### config.mk
export PLATFORM = sky130hd
export DESIGN_NAME = color_fader_flat
export DESIGN_NICKNAME = d
export VERILOG_FILES = /design/src/rtl/color_pkg.sv /design/src/rtl/color_fader_if.sv /design/src/rtl/pwm_channel.sv /design/src/rtl/color_fader.sv /design/src/flat_wrapper.sv
export SDC_FILE = /design/constraint.sdc
export NUM_CORES = 1
export LEC_CHECK = 0
export ABC_CLOCK_PERIOD_IN_PS = 2000
export CORE_MARGIN = 3
export CORE_UTILIZATION = 30
export CTS_BUF_LIST = sky130_fd_sc_hd__clkbuf_4 sky130_fd_sc_hd__clkbuf_8 sky130_fd_sc_hd__clkbuf_16
export DETAILED_ROUTE_END_ITERATION = 10
export RECOVER_POWER = 50
export SLEW_MARGIN = 20
export SYNTH_ARGS = -nofsm -noshare
export SYNTH_HDL_FRONTEND = slang
export SYNTH_HIERARCHICAL = 1
export SYNTH_SLANG_ARGS = --single-unit
### constraint.sdc
create_clock -name clk -period 2 [get_ports clk]
set_input_delay 0.3 -clock clk [delete_from_list [all_inputs] [get_ports clk]]
set_output_delay 0.3 -clock clk [all_outputs]
set_load 0.02 [all_outputs]
### src/rtl/color_pkg.sv
// rtl/color_pkg.sv - shared types and constants for the hue-wheel colour fader
package color_pkg;

  localparam int DEFAULT_WIDTH = 8;

  typedef enum logic [2:0] {
    PH_R_G_UP = 3'd0,
    PH_R_DN   = 3'd1,
    PH_B_UP   = 3'd2,
    PH_G_DN   = 3'd3,
    PH_R_UP   = 3'd4,
    PH_B_DN   = 3'd5
  } phase_t;

  // Encodings 6 and 7 cannot be produced; if they ever appear they restart the wheel.
  function automatic phase_t next_phase(input phase_t ph);
    case (ph)
      PH_R_G_UP: return PH_R_DN;
      PH_R_DN:   return PH_B_UP;
      PH_B_UP:   return PH_G_DN;
      PH_G_DN:   return PH_R_UP;
      PH_R_UP:   return PH_B_DN;
      default:   return PH_R_G_UP;
    endcase
  endfunction

endpackage

### src/rtl/color_fader_if.sv
// rtl/color_fader_if.sv - control and colour-output bundle of the fader
interface color_fader_if import color_pkg::*; #(
  parameter int WIDTH = DEFAULT_WIDTH
);
  logic             en;
  logic             tick;
  logic [2:0]       phase;
  logic [WIDTH-1:0] r_duty;
  logic [WIDTH-1:0] g_duty;
  logic [WIDTH-1:0] b_duty;
  logic             r_pwm;
  logic             g_pwm;
  logic             b_pwm;
  logic             wrap;

  modport master (
    output en, tick,
    input  phase, r_duty, g_duty, b_duty, r_pwm, g_pwm, b_pwm, wrap
  );

  modport slave (
    input  en, tick,
    output phase, r_duty, g_duty, b_duty, r_pwm, g_pwm, b_pwm, wrap
  );
endinterface

### src/rtl/pwm_channel.sv
// rtl/pwm_channel.sv - one registered PWM comparator against the shared counter
module pwm_channel import color_pkg::*; #(
  parameter int WIDTH = DEFAULT_WIDTH
) (
  input  logic             clk,
  input  logic             rst,
  input  logic [WIDTH-1:0] duty,
  input  logic [WIDTH-1:0] pwm_cnt,
  output logic             pwm
);

  logic pwm_d;
  logic pwm_q;

  // Strict compare: duty 0 never fires, duty D fires on counts 0..D-1.
  always_comb begin
    pwm_d = (duty > pwm_cnt);
  end

  always_ff @(posedge clk) begin
    if (!rst) begin
      pwm_q <= 1'b0;
    end else begin
      pwm_q <= pwm_d;
    end
  end

  assign pwm = pwm_q;

endmodule

### src/rtl/color_fader.sv
// rtl/color_fader.sv - tick-driven six-phase RGB ramp with three PWM outputs
module color_fader import color_pkg::*; #(
  parameter int WIDTH = DEFAULT_WIDTH,
  parameter int STEP  = 1
) (
  input  logic         clk,
  input  logic         rst,
  color_fader_if.slave bus
);

  localparam logic [WIDTH-1:0] MAX       = {WIDTH{1'b1}};
  localparam logic [WIDTH-1:0] STEP_V    = WIDTH'(STEP);
  localparam logic [WIDTH-1:0] LVL_LIMIT = MAX - STEP_V;

  logic             tick_q, tick_d;
  phase_t           phase_q, phase_d;
  logic [WIDTH-1:0] lvl_q, lvl_d;
  logic             wrap_q, wrap_d;
  logic [WIDTH-1:0] pwm_cnt_q, pwm_cnt_d;

  logic             tick_rise;
  logic             advance;
  logic [WIDTH-1:0] r_duty, g_duty, b_duty;

  always_ff @(posedge clk) begin
    if (!rst) begin
      tick_q    <= 1'b0;
      phase_q   <= PH_R_G_UP;
      lvl_q     <= '0;
      wrap_q    <= 1'b0;
      pwm_cnt_q <= '0;
    end else begin
      tick_q    <= tick_d;
      phase_q   <= phase_d;
      lvl_q     <= lvl_d;
      wrap_q    <= wrap_d;
      pwm_cnt_q <= pwm_cnt_d;
    end
  end

  // Comparing against MAX-STEP instead of adding first keeps lvl from overflowing.
  always_comb begin
    tick_d    = bus.tick;
    tick_rise = bus.tick & ~tick_q;
    advance   = bus.en & tick_rise;
    phase_d   = phase_q;
    lvl_d     = lvl_q;
    wrap_d    = 1'b0;
    pwm_cnt_d = pwm_cnt_q + 1'b1;
    if (advance) begin
      if (lvl_q >= LVL_LIMIT) begin
        lvl_d   = '0;
        phase_d = next_phase(phase_q);
        wrap_d  = (phase_q == PH_B_DN);
      end else begin
        lvl_d   = lvl_q + STEP_V;
      end
    end
  end

  always_comb begin
    r_duty = MAX;
    g_duty = lvl_q;
    b_duty = '0;
    case (phase_q)
      PH_R_DN: begin
        r_duty = MAX - lvl_q;
        g_duty = MAX;
        b_duty = '0;
      end
      PH_B_UP: begin
        r_duty = '0;
        g_duty = MAX;
        b_duty = lvl_q;
      end
      PH_G_DN: begin
        r_duty = '0;
        g_duty = MAX - lvl_q;
        b_duty = MAX;
      end
      PH_R_UP: begin
        r_duty = lvl_q;
        g_duty = '0;
        b_duty = MAX;
      end
      PH_B_DN: begin
        r_duty = MAX;
        g_duty = '0;
        b_duty = MAX - lvl_q;
      end
      default: begin
        r_duty = MAX;
        g_duty = lvl_q;
        b_duty = '0;
      end
    endcase
  end

  pwm_channel #(.WIDTH(WIDTH)) u_pwm_r (
    .clk     (clk),
    .rst     (rst),
    .duty    (r_duty),
    .pwm_cnt (pwm_cnt_q),
    .pwm     (bus.r_pwm)
  );

  pwm_channel #(.WIDTH(WIDTH)) u_pwm_g (
    .clk     (clk),
    .rst     (rst),
    .duty    (g_duty),
    .pwm_cnt (pwm_cnt_q),
    .pwm     (bus.g_pwm)
  );

  pwm_channel #(.WIDTH(WIDTH)) u_pwm_b (
    .clk     (clk),
    .rst     (rst),
    .duty    (b_duty),
    .pwm_cnt (pwm_cnt_q),
    .pwm     (bus.b_pwm)
  );

  assign bus.phase  = phase_q;
  assign bus.r_duty = r_duty;
  assign bus.g_duty = g_duty;
  assign bus.b_duty = b_duty;
  assign bus.wrap   = wrap_q;

endmodule

### src/flat_wrapper.sv
// flat-port wrapper written by rule: the top's interface ports become plain ports
module color_fader_flat import color_pkg::*;
#(
  parameter int WIDTH = DEFAULT_WIDTH,
  parameter int STEP  = 1
)
  (clk, rst, bus_en, bus_tick, bus_phase, bus_r_duty, bus_g_duty, bus_b_duty, bus_r_pwm, bus_g_pwm, bus_b_pwm, bus_wrap);
  color_fader_if #(.WIDTH(WIDTH)) bus_i ();
  input  logic clk;
  input  logic rst;
  input wire logic [$bits(bus_i.en)-1:0] bus_en;
  input wire logic [$bits(bus_i.tick)-1:0] bus_tick;
  output wire logic [$bits(bus_i.phase)-1:0] bus_phase;
  output wire logic [$bits(bus_i.r_duty)-1:0] bus_r_duty;
  output wire logic [$bits(bus_i.g_duty)-1:0] bus_g_duty;
  output wire logic [$bits(bus_i.b_duty)-1:0] bus_b_duty;
  output wire logic [$bits(bus_i.r_pwm)-1:0] bus_r_pwm;
  output wire logic [$bits(bus_i.g_pwm)-1:0] bus_g_pwm;
  output wire logic [$bits(bus_i.b_pwm)-1:0] bus_b_pwm;
  output wire logic [$bits(bus_i.wrap)-1:0] bus_wrap;
  assign bus_i.en = bus_en;
  assign bus_i.tick = bus_tick;
  assign bus_phase = bus_i.phase;
  assign bus_r_duty = bus_i.r_duty;
  assign bus_g_duty = bus_i.g_duty;
  assign bus_b_duty = bus_i.b_duty;
  assign bus_r_pwm = bus_i.r_pwm;
  assign bus_g_pwm = bus_i.g_pwm;
  assign bus_b_pwm = bus_i.b_pwm;
  assign bus_wrap = bus_i.wrap;
  color_fader #(.WIDTH(WIDTH), .STEP(STEP)) u_core (.clk(clk), .rst(rst), .bus(bus_i));
endmodule
==> results of run 1 <==
routing by layer:
metal  up-vias  global-route usage  part of all wire
li1       1080                   -                 -
met2        46               0.255              0.45
met5         -                   0                 0
met4         0              0.0306            0.0069
met1       970               0.205              0.50
met3         4              0.0117             0.039
placed cells by master (no fill, tap or decap), types with 4 or more instances in the layout:
master	Yosys	final
a21oi_1	22	22
a22o_1	8	8
dfxtp_2	0	4
o22a_1	7	7
buf_4	2	20
dlygate4sd3_1	0	5
nand2_1	26	25
clkdlybuf4s15_1	0	4
o221a_2	9	9
a21o_1	6	6
clkbuf_8	0	4
o21ai_0	9	9
nand4_1	9	9
dfxtp_1	24	20
clkdlybuf4s50_1	0	5
nand3_1	9	10
inv_1	25	25
dlygate4sd2_1	0	18
ha_1	26	26
nor2_1	26	25
layout make-up:
type,count,area share
repair buffers,57,0.176
clock buffers,4,0.0206
well taps,96,0.0450
multi-input cells,205,0.541
inverters,26,0.0365
flip-flops and latches,24,0.182
final timing paths:
path	endpoint	slack [ps]	cells past startpoint
worst max-delay path	bus_g_duty[5]	70	5
worst min-delay path	u_core/pwm_cnt_q[7]	550	2
worst max register to register	u_core/u_pwm_g/pwm	110	9
worst min register to register	u_core/pwm_cnt_q[7]	550	2
timing repair:
action / 4_1_cts / 5_1_grt
endpoints found under the setup margin: 24 / 15
hold buffers: 0 / 0
gates resized for setup: 25 / 12
worst max-delay path: stages, from the launching register on:
cell	delay [ps]
dfxtp_2	380
and3b_2	250
buf_4	150
nand2_1	70
o221a_2	180
dlygate4sd2_1	330
sequential cells by signal, summed over array words and instances (netlist names):
register / flops
u_core/bus.wrap: 1
u_core/lvl_q: 8
u_core/bus.phase: 3
u_core/u_pwm_r/pwm: 1
u_core/u_pwm_b/pwm: 1
u_core/u_pwm_g/pwm: 1
u_core/tick_q: 1
u_core/pwm_cnt_q: 8
per-stage QoR:
stage               setup TNS, ps  hold WS [ps]  utilization
detailed placement              0           529        0.389
floorplan                   -37.5           422            -
global placement                0           521        0.389
finish                          0           549        0.391
CTS                             0           542        0.393
global route                -34.8           580        0.391
cell families after synthesis:
group	after synthesis
simple gates	95
compound gates	78
buf+inv	47
fa+ha+maj	26
flops	24
xor+xnor	4
mux	2
power by group through the flow:
stage	registers (W)	clock network [W]	logic [W]
2_1_floorplan	0.000520	0	0.0000733
3_3_place_gp	0.000518	0	0.000121
3_5_place_dp	0.000518	0	0.000123
4_1_cts	0.000507	0.000351	0.000122
5_1_grt	0.000509	0.000372	0.000134
6_report	0.000507	0.000343	0.000119
==> run metrics, run 1 <==
status complete, no violations; root buf cell clkbuf_8; Mapped Cells between 200 and 300; Mapped Nets 306; Clock H-tree levels 1; starting density of the core 0.312; Synth cell types between 40 and 50; Synth top cells by count 26 x ha_1, 26 x nand2_1, 26 x nor2_1; largest net degree at the start of global routing 16; Synth area leader dfxtp_1; Vias/cell 5.10; LEAKAGE 1.09 nW; NetSw 0.000246 W; number of core rows 30; Final setup viols 0; Fmax 519 MHz; TritonCTS clock tree built; Synth Register Bits 24; Die Y 90.2 um; GPL Wtd Cong 0.837; worst hold path class register to register; Post-Layout Cell Count between 400 and 500; post-synthesis compound-gate area fraction 0.267; I/O pin count 35; total die area 0.00814 mm^2; RSZ-0062 raised after global routing true; drt wl/cell ~14 um; final worst setup slack 73.5 ps; clk_skew 7.37 ps; Post-synth EDFFs 0; crit path kind register to primary output; Simple-Gate Fraction of Synth Area 0.232; combinational share of power 0.122; total track usage 0.149; post-synthesis xor/xnor area fraction 0.0165; power density over cell area 363 mW/mm^2; slew margin rel. 0.716; final net count 347; top post-synthesis cells by area dfxtp_1 23%, ha_1 15%, a21oi_1 5.2%, o221a_2 4.8%, nand2_1 4.6%; HP Start u_core/pwm_cnt_q[7]; Async SR Flop Fraction 0; CP endpoint kind primary output; RR Startpoint u_core/bus.phase[0]; n_diodes 0; final hold violations 0; 1st-iter DRT viols 205; sequential cell area 485 um^2; Pins Over Slew Limit 0; IR drop worst, VDD 0.229 mV; internal power approximately 0.00072 W; Crit path required time around 1700 ps; maximum clock insertion buffer count 2; Sinks on Clock Net 24; clk_lat worst skew 270 ps; initial antenna violation count 0; fin crit share 0.963; Cells after DPL 408; grt ovf 0; Reg power frac 0.523; Clock Power Share 0.354; CP max FO 5; drt first pass iters 5; combinational family with the most area after synthesis compound AO/OA/AOI/OAI gates; Seq/Total Area, Yosys 0.226; Reg clk slew, reported paths approximately 90 ps; fin crit period around 1900 ps; CP startpoint kind register; buffer count from post-CTS setup fixing 0; drt drc 0; post-synth top area share 0.226; Worst-Margin Slew ~420 ps; core box area 0.00683 mm^2; Post-synth top flop dfxtp_1; Post-Synth Adder-Cell Area 0.153; Ys Warns 6; number of routed nets with antenna violations 0; first-pass GRT wire length 10,200 um; final WL 5960 um; MaxCap Viol Count 0; Via Count 2,100; vias in the first global route 2,077; Syn Area/Cell 7.71 um^2; placed cell areas 0.00266 mm^2; crit path from u_core/bus.phase[2]; Tot Pwr 0.000969 W; port bufs 34; Die X 90.2 um; DP Worst Slack between 70 and 80 ps; layout cells sized above 1 0.152; mapped cell area 0.00213 mm^2; Sw Ratio 0.254; area delta synth->final 25.5%; total CTS buffers 3; post-synthesis mux area share 0.00941; DP Wirelength 4650 um; area occupied by multi-input gates 0.00144 mm^2; CP Data Arrival Time between 1500 and 2000 ps; cell area after layout around 0.0027 mm^2; fillers 738
(Power assumes the default switching activity.)
==> run 2, diff against run 1 <==
--- a/config.mk
+++ b/config.mk
@@ -7,7 +7,7 @@
 export LEC_CHECK = 0
 export ABC_CLOCK_PERIOD_IN_PS = 2000
 export CORE_MARGIN = 3
-export CORE_UTILIZATION = 30
+export CORE_UTILIZATION = 35
 export CTS_BUF_LIST = sky130_fd_sc_hd__clkbuf_4 sky130_fd_sc_hd__clkbuf_8 sky130_fd_sc_hd__clkbuf_16
 export DETAILED_ROUTE_END_ITERATION = 10
 export RECOVER_POWER = 50
==> run metrics, run 2 (synthesis gave the netlist of run 1 again) <==
Slowest-stage cell, CP dfxtp_2; Levels on crit path 5 (unchanged); fin crit share 0.954 (-0.00949); total CTS buffers 3 (unchanged); CP endpoint kind primary output; DP Wirelength 4650 um (about the same); fin crit period 1910 ps (-19.0 ps); core box area 0.00571 mm^2 (-16%); I/O pin count 35 (unchanged); Reg clk slew, reported paths 90 ps (about the same); Buf/Inv on CP 2 (unchanged); GPL Wtd Cong 0.814 (-2.7%); CP startpoint kind register; Die Y 84.0 um (-6.9%); DP Worst Slack 70.0 ps (-9.64 ps); Die X 84.0 um (-6.9%); TritonCTS clock tree built; grt ovf 0 (unchanged); Sinks on Clock Net 24 (unchanged); LEAKAGE 1.11 nW (+2.1%); hold buffer count at cts 0 (unchanged); IR drop worst, VDD 0.200 mV (-13%); slew margin rel. 0.473 (-0.243); CP max FO 8 (+3); Critical Path Max Stage Delay 370 ps (about the same); reg2reg path depth 9 (unchanged); first-pass GRT wire length 10,100 um (-0.34%); final worst setup slack 92.5 ps (+19.0 ps); Top delay family on crit path buffers and inverters; maximum clock insertion buffer count 2 (unchanged); Crit path required time 1700 ps (about the same); setup slack, reg-to-reg 140 ps (+30 ps); drt first pass iters 4 (-1); crit path kind register to primary output; final net count 349 (+0.58%); vias in the first global route 2,056 (-1.0%); drt drc 0 (unchanged); power density over cell area 367 mW/mm^2 (+1.2%); WHS Path Cells 2 (unchanged); 1st-iter DRT viols 115 (-44%); Worst-Margin Slew 790 ps (+365 ps); area delta synth->final 25.0%; initial antenna violation count 0 (unchanged); number of routed nets with antenna violations 0 (unchanged); RSZ-0062 raised after global routing false; largest net degree at the start of global routing 18 (+2); layout cells sized above 1 0.157 (+0.00533); starting density of the core 0.373 (+0.0612); Final setup viols 0 (unchanged); MaxCap Viol Count 0 (unchanged); cell chain of the critical path and3b_1, buf_4, nand2_1, o221a_2, dlygate4sd2_1; Final TNS setup 0 ps (unchanged); n_diodes 0 (unchanged); Post-Layout Cell Count 390 (-5.3%); final WL 6080 um (+2.0%); worst hold path class register to register; Pins Over Slew Limit 0 (unchanged); final hold violations 0 (unchanged); CP Data Arrival Time 1610 ps (-20 ps); total track usage 0.175 (+0.0261); status complete, no violations; fillers 604 (-18%); Fmax 524 MHz (+0.99%); port bufs 34 (unchanged); most frequent cells in the layout 26 x nor2_1, 26 x nand2_1, 25 x inv_1, 25 x ha_1; root buf cell clkbuf_8; total die area 0.00705 mm^2 (-13%); drt wl/cell 15.6 um (+7.7%); clk_skew 1.21 ps (-6.16 ps); Vias/cell 5.46 (+7.1%); clk_lat worst skew 270 ps (about the same); number of core rows 27 (-10%); Cells after DPL 385 (-5.6%); Clock H-tree levels 1 (unchanged); Via Count 2,129 (+1.4%)
run 2: changes by cell type in the layout (fill, tap and decap cells not counted), moves of 2 or more:
cell,previous run,this run
dlygate4sd2_1,18,22
dfxtp_1,20,17
dfxtp_2,4,6
clkdlybuf4s15_1,4,1
run 2: metrics by stage:
stage / instance area (um^2) / util / hold WS [ps] / total power (W)
final: 2660 / 0.466 / 555 / 0.000977
after CTS: 2670 / 0.467 / 552 / 0.000986
after global routing: 2660 / 0.466 / 576 / 0.00102
after global placement: 2630 / 0.461 / 529 / 0.000642
after floorplan: 2130 / - / 422 / 0.000593
after detailed placement: 2630 / 0.461 / 539 / 0.000643
run 2: final timing paths:
path / start / endpoint
hold reg to reg: u_core/pwm_cnt_q[7] / u_core/pwm_cnt_q[7]
hold / removal: u_core/pwm_cnt_q[7] / u_core/pwm_cnt_q[7]
setup / recovery: u_core/bus.phase[2] / bus_g_duty[0]
setup reg to reg: u_core/bus.phase[0] / u_core/u_pwm_g/pwm
run 2: where the power goes:
part           leakage (nW)  switching [W]  internal [W]
clock network        0.0288       0.000171      0.000176
registers             0.199      0.0000156      0.000490
logic                 0.880      0.0000665     0.0000576
run 2: what timing repair did:
item | CTS | global route
pin swaps | 0 | 5
cloned | 0 | 0
setup endpoints to repair | 24 | 8
resized for setup | 29 | 6
setup buffers | 0 | 1
run 2: final cells by class:
class	instances	area [um^2]	share of cell area
multi-input combinational	205	1450	0.543
timing repair buffer	59	482	0.181
clock buffer	4	55.1	0.0207
tap	72	90.1	0.0339
sequential	24	492	0.185
inverter	26	97.6	0.0367
run 2: metal layers:
metal | GRT usage | share of wire | vias up
met2 | 0.289 | 0.45 | 49
met5 | 0 | 0 | -
li1 | - | - | 1084
met4 | 0.0497 | 0.015 | 0
met1 | 0.238 | 0.49 | 988
met3 | 0.0207 | 0.044 | 8
run 2: worst register-to-register path: stages, from the launching register on:
cell and delay, ps:
dfxtp_4 380, buf_4 160, nor2_1 90, nor2_1 60, o221a_2 260, ha_1 320, nor2b_1 140, o211ai_1 160
a21o_1 140, a31oi_1 70
==> run 3, diff against run 2 <==
--- a/config.mk
+++ b/config.mk
@@ -6,10 +6,10 @@
 export NUM_CORES = 1
 export LEC_CHECK = 0
 export ABC_CLOCK_PERIOD_IN_PS = 2000
-export CORE_MARGIN = 3
 export CORE_UTILIZATION = 35
 export CTS_BUF_LIST = sky130_fd_sc_hd__clkbuf_4 sky130_fd_sc_hd__clkbuf_8 sky130_fd_sc_hd__clkbuf_16
 export DETAILED_ROUTE_END_ITERATION = 10
+export PLACE_DENSITY = 0.53
 export RECOVER_POWER = 50
 export SLEW_MARGIN = 20
 export SYNTH_ARGS = -nofsm -noshare
==> run metrics, run 3 (synthesis gave the netlist of run 1 again) <==
I/O pin count 35 (unchanged); Final setup viols 0 (unchanged); MaxCap Viol Count 0 (unchanged); Critical Path Max Stage Delay 350 ps (-20 ps); TritonCTS clock tree built; power density over cell area 349 mW/mm^2 (-5.0%); vias in the first global route 1,907 (-7.2%); number of core rows 28 (+3.7%); IR drop worst, VDD 0.251 mV (+25%); combinational share of power 0.130 (+0.003); Slowest-stage cell, CP dfxtp_1; CP max FO 7 (-1); Sinks on Clock Net 24 (unchanged); status complete, no violations; root buf cell clkbuf_8; first-pass GRT wire length 9730 um (-4.1%); HP Start u_core/pwm_cnt_q[7]; reg2reg path depth 8 (-1); core box area 0.00589 mm^2 (+3.1%); Cells after DPL 392 (+1.8%); cell area after layout 0.00266 mm^2 (-0.14%); NetSw 0.000244 W (-3.6%); buffer count from post-CTS setup fixing 0 (unchanged); drt wl/cell 15.5 um (-0.81%); Die X 80.0 um (-4.8%); clk_lat worst skew 270 ps (about the same); fin crit share 0.946 (-0.00763); Post-Layout Cell Count 395 (+1.3%); CP Data Arrival Time 2050 ps (+440 ps); commonest non-fill, non-tap cell in the layout ha_1; maximum clock insertion buffer count 2 (unchanged); drt drc 0 (unchanged); clk_skew 6.14 ps (+4.93 ps); total die area 0.00640 mm^2 (-9.3%); starting density of the core 0.362 (-0.0112); Clock Power Share 0.323 (-0.032); final hold violations 0 (unchanged); drt first pass iters 4 (unchanged); Pins Over Slew Limit 0 (unchanged); fillers 628 (+4.0%); n_diodes 0 (unchanged); Crit path required time 2160 ps (+460 ps); setup slack, reg-to-reg 110 ps (-30 ps); Reg power frac 0.547 (+0.030); Vias/cell 5.46 (about the same); grt ovf 0 (unchanged); port bufs 34 (unchanged); final WL 6110 um (+0.46%); RSZ-0062 raised after global routing false; worst hold path class register to register; largest net degree at the start of global routing 14 (-4); CP startpoint kind register; RR Endpoint u_core/u_pwm_r/pwm; Die Y 80.0 um (-4.8%); GPL Wtd Cong 0.848 (+4.1%); LEAKAGE 1.12 nW (+0.66%); RR Startpoint u_core/bus.phase[1]; Hold EP u_core/pwm_cnt_q[7]; Fmax 528 MHz (+0.81%); CP endpoint kind register; DP Wirelength 4790 um (+3.1%); crit path kind register to register; most frequent cells in the layout 26 x ha_1, 25 x nor2_1, 25 x nand2_1, 25 x inv_1, 24 x dlygate4sd2_1; Worst-Margin Slew 598 ps (-192 ps); 1st-iter DRT viols 158 (+37%); cell chain of the critical path nor2_1, nand2_2, o22a_1, ha_1, nor2b_1, o211ai_1, a21o_1, a31oi_1; Tot Pwr 0.000927 W (-5.2%); number of routed nets with antenna violations 0 (unchanged); placed cell areas 0.00267 mm^2 (+1.3%); fin crit period 1890 ps (-15.3 ps); total track usage 0.198 (+0.0229); initial antenna violation count 0 (unchanged); Reg clk slew, reported paths 90 ps (about the same); layout cells sized above 1 0.141 (-0.0166); internal power 0.000683 W (-5.7%); total CTS buffers 3 (unchanged); crit path from u_core/bus.phase[1]; final net count 352 (+0.86%); final core occ 0.452 (-0.0146); WHS Path Cells 2 (unchanged); Clock H-tree levels 1 (unchanged); slew margin rel. 0.601 (+0.128); Sw Ratio 0.263 (+0.00417); area delta synth->final 24.9%; WHS 544 ps (-10.5 ps); Via Count 2,158 (+1.4%)
[run 3: cell count changes in the layout (fill, tap and decap cells not counted), moves of 2 or more]
cell	previous run	this run
clkbuf_1	3	5
clkbuf_2	2	0
dfxtp_1	17	22
dfxtp_2	6	2
dlygate4sd2_1	22	24
[run 3: layout make-up]
cell class                      instances  area [um^2]  area share
Multi-Input combinational cell        205         1440       0.540
Timing Repair Buffer                   62          505       0.190
Sequential cell                        24          483       0.182
Inverter                               26         97.6      0.0367
Tap cell                               75         93.8      0.0353
Clock buffer                            3         41.3      0.0155
[run 3: layer usage]
layer	global-route usage	wire, um
met1	0.271	3020
met2	0.326	2760
met4	0.0536	82
met3	0.0217	245
met5	0	0
[run 3: power by group through the flow]
stage | Combinational (W) | Sequential [W] | Clock [W]
2_1_floorplan | 0.0000733 | 0.000520 | 0
3_3_place_gp | 0.000124 | 0.000519 | 0
3_5_place_dp | 0.000124 | 0.000518 | 0
4_1_cts | 0.000124 | 0.000507 | 0.000305
5_1_grt | 0.000134 | 0.000509 | 0.000318
6_report | 0.000120 | 0.000507 | 0.000299
[run 3: metrics by stage]
stage          TNS, ps  setup slack (ps)
4_1_cts              0              77.3
3_5_place_dp         0              91.2
5_1_grt              0              10.2
2_1_floorplan    -37.5             -37.5
3_3_place_gp         0               112
6_report             0               108
[run 3: timing repair]
action	4_1_cts	5_1_grt
hold endpoints to repair	0	0
resized for setup	24	4
hold buffers	0	0
setup endpoints to repair	24	7
[run 3: worst max-delay path by stage]
| stage | endpoint | cells past startpoint |
|---|---|---|
| 6_report | u_core/u_pwm_r/pwm | 8 |
| 5_1_grt | u_core/u_pwm_b/pwm | 9 |
| 4_1_cts | bus_r_duty[6] | 4 |
| 3_5_place_dp | u_core/u_pwm_g/pwm | 8 |
| 3_3_place_gp | u_core/u_pwm_b/pwm | 9 |
| 2_1_floorplan | u_core/u_pwm_b/pwm | 8 |
[run 3: critical path, delay by kind of cell, from the launching register on]
kind                     cells  cell delay [ps]
AO/OA/AOI/OAI                4              620
adder cells (fa/ha/maj)      1              310
flip-flops                   1              350
AND/OR/NAND/NOR              3              510
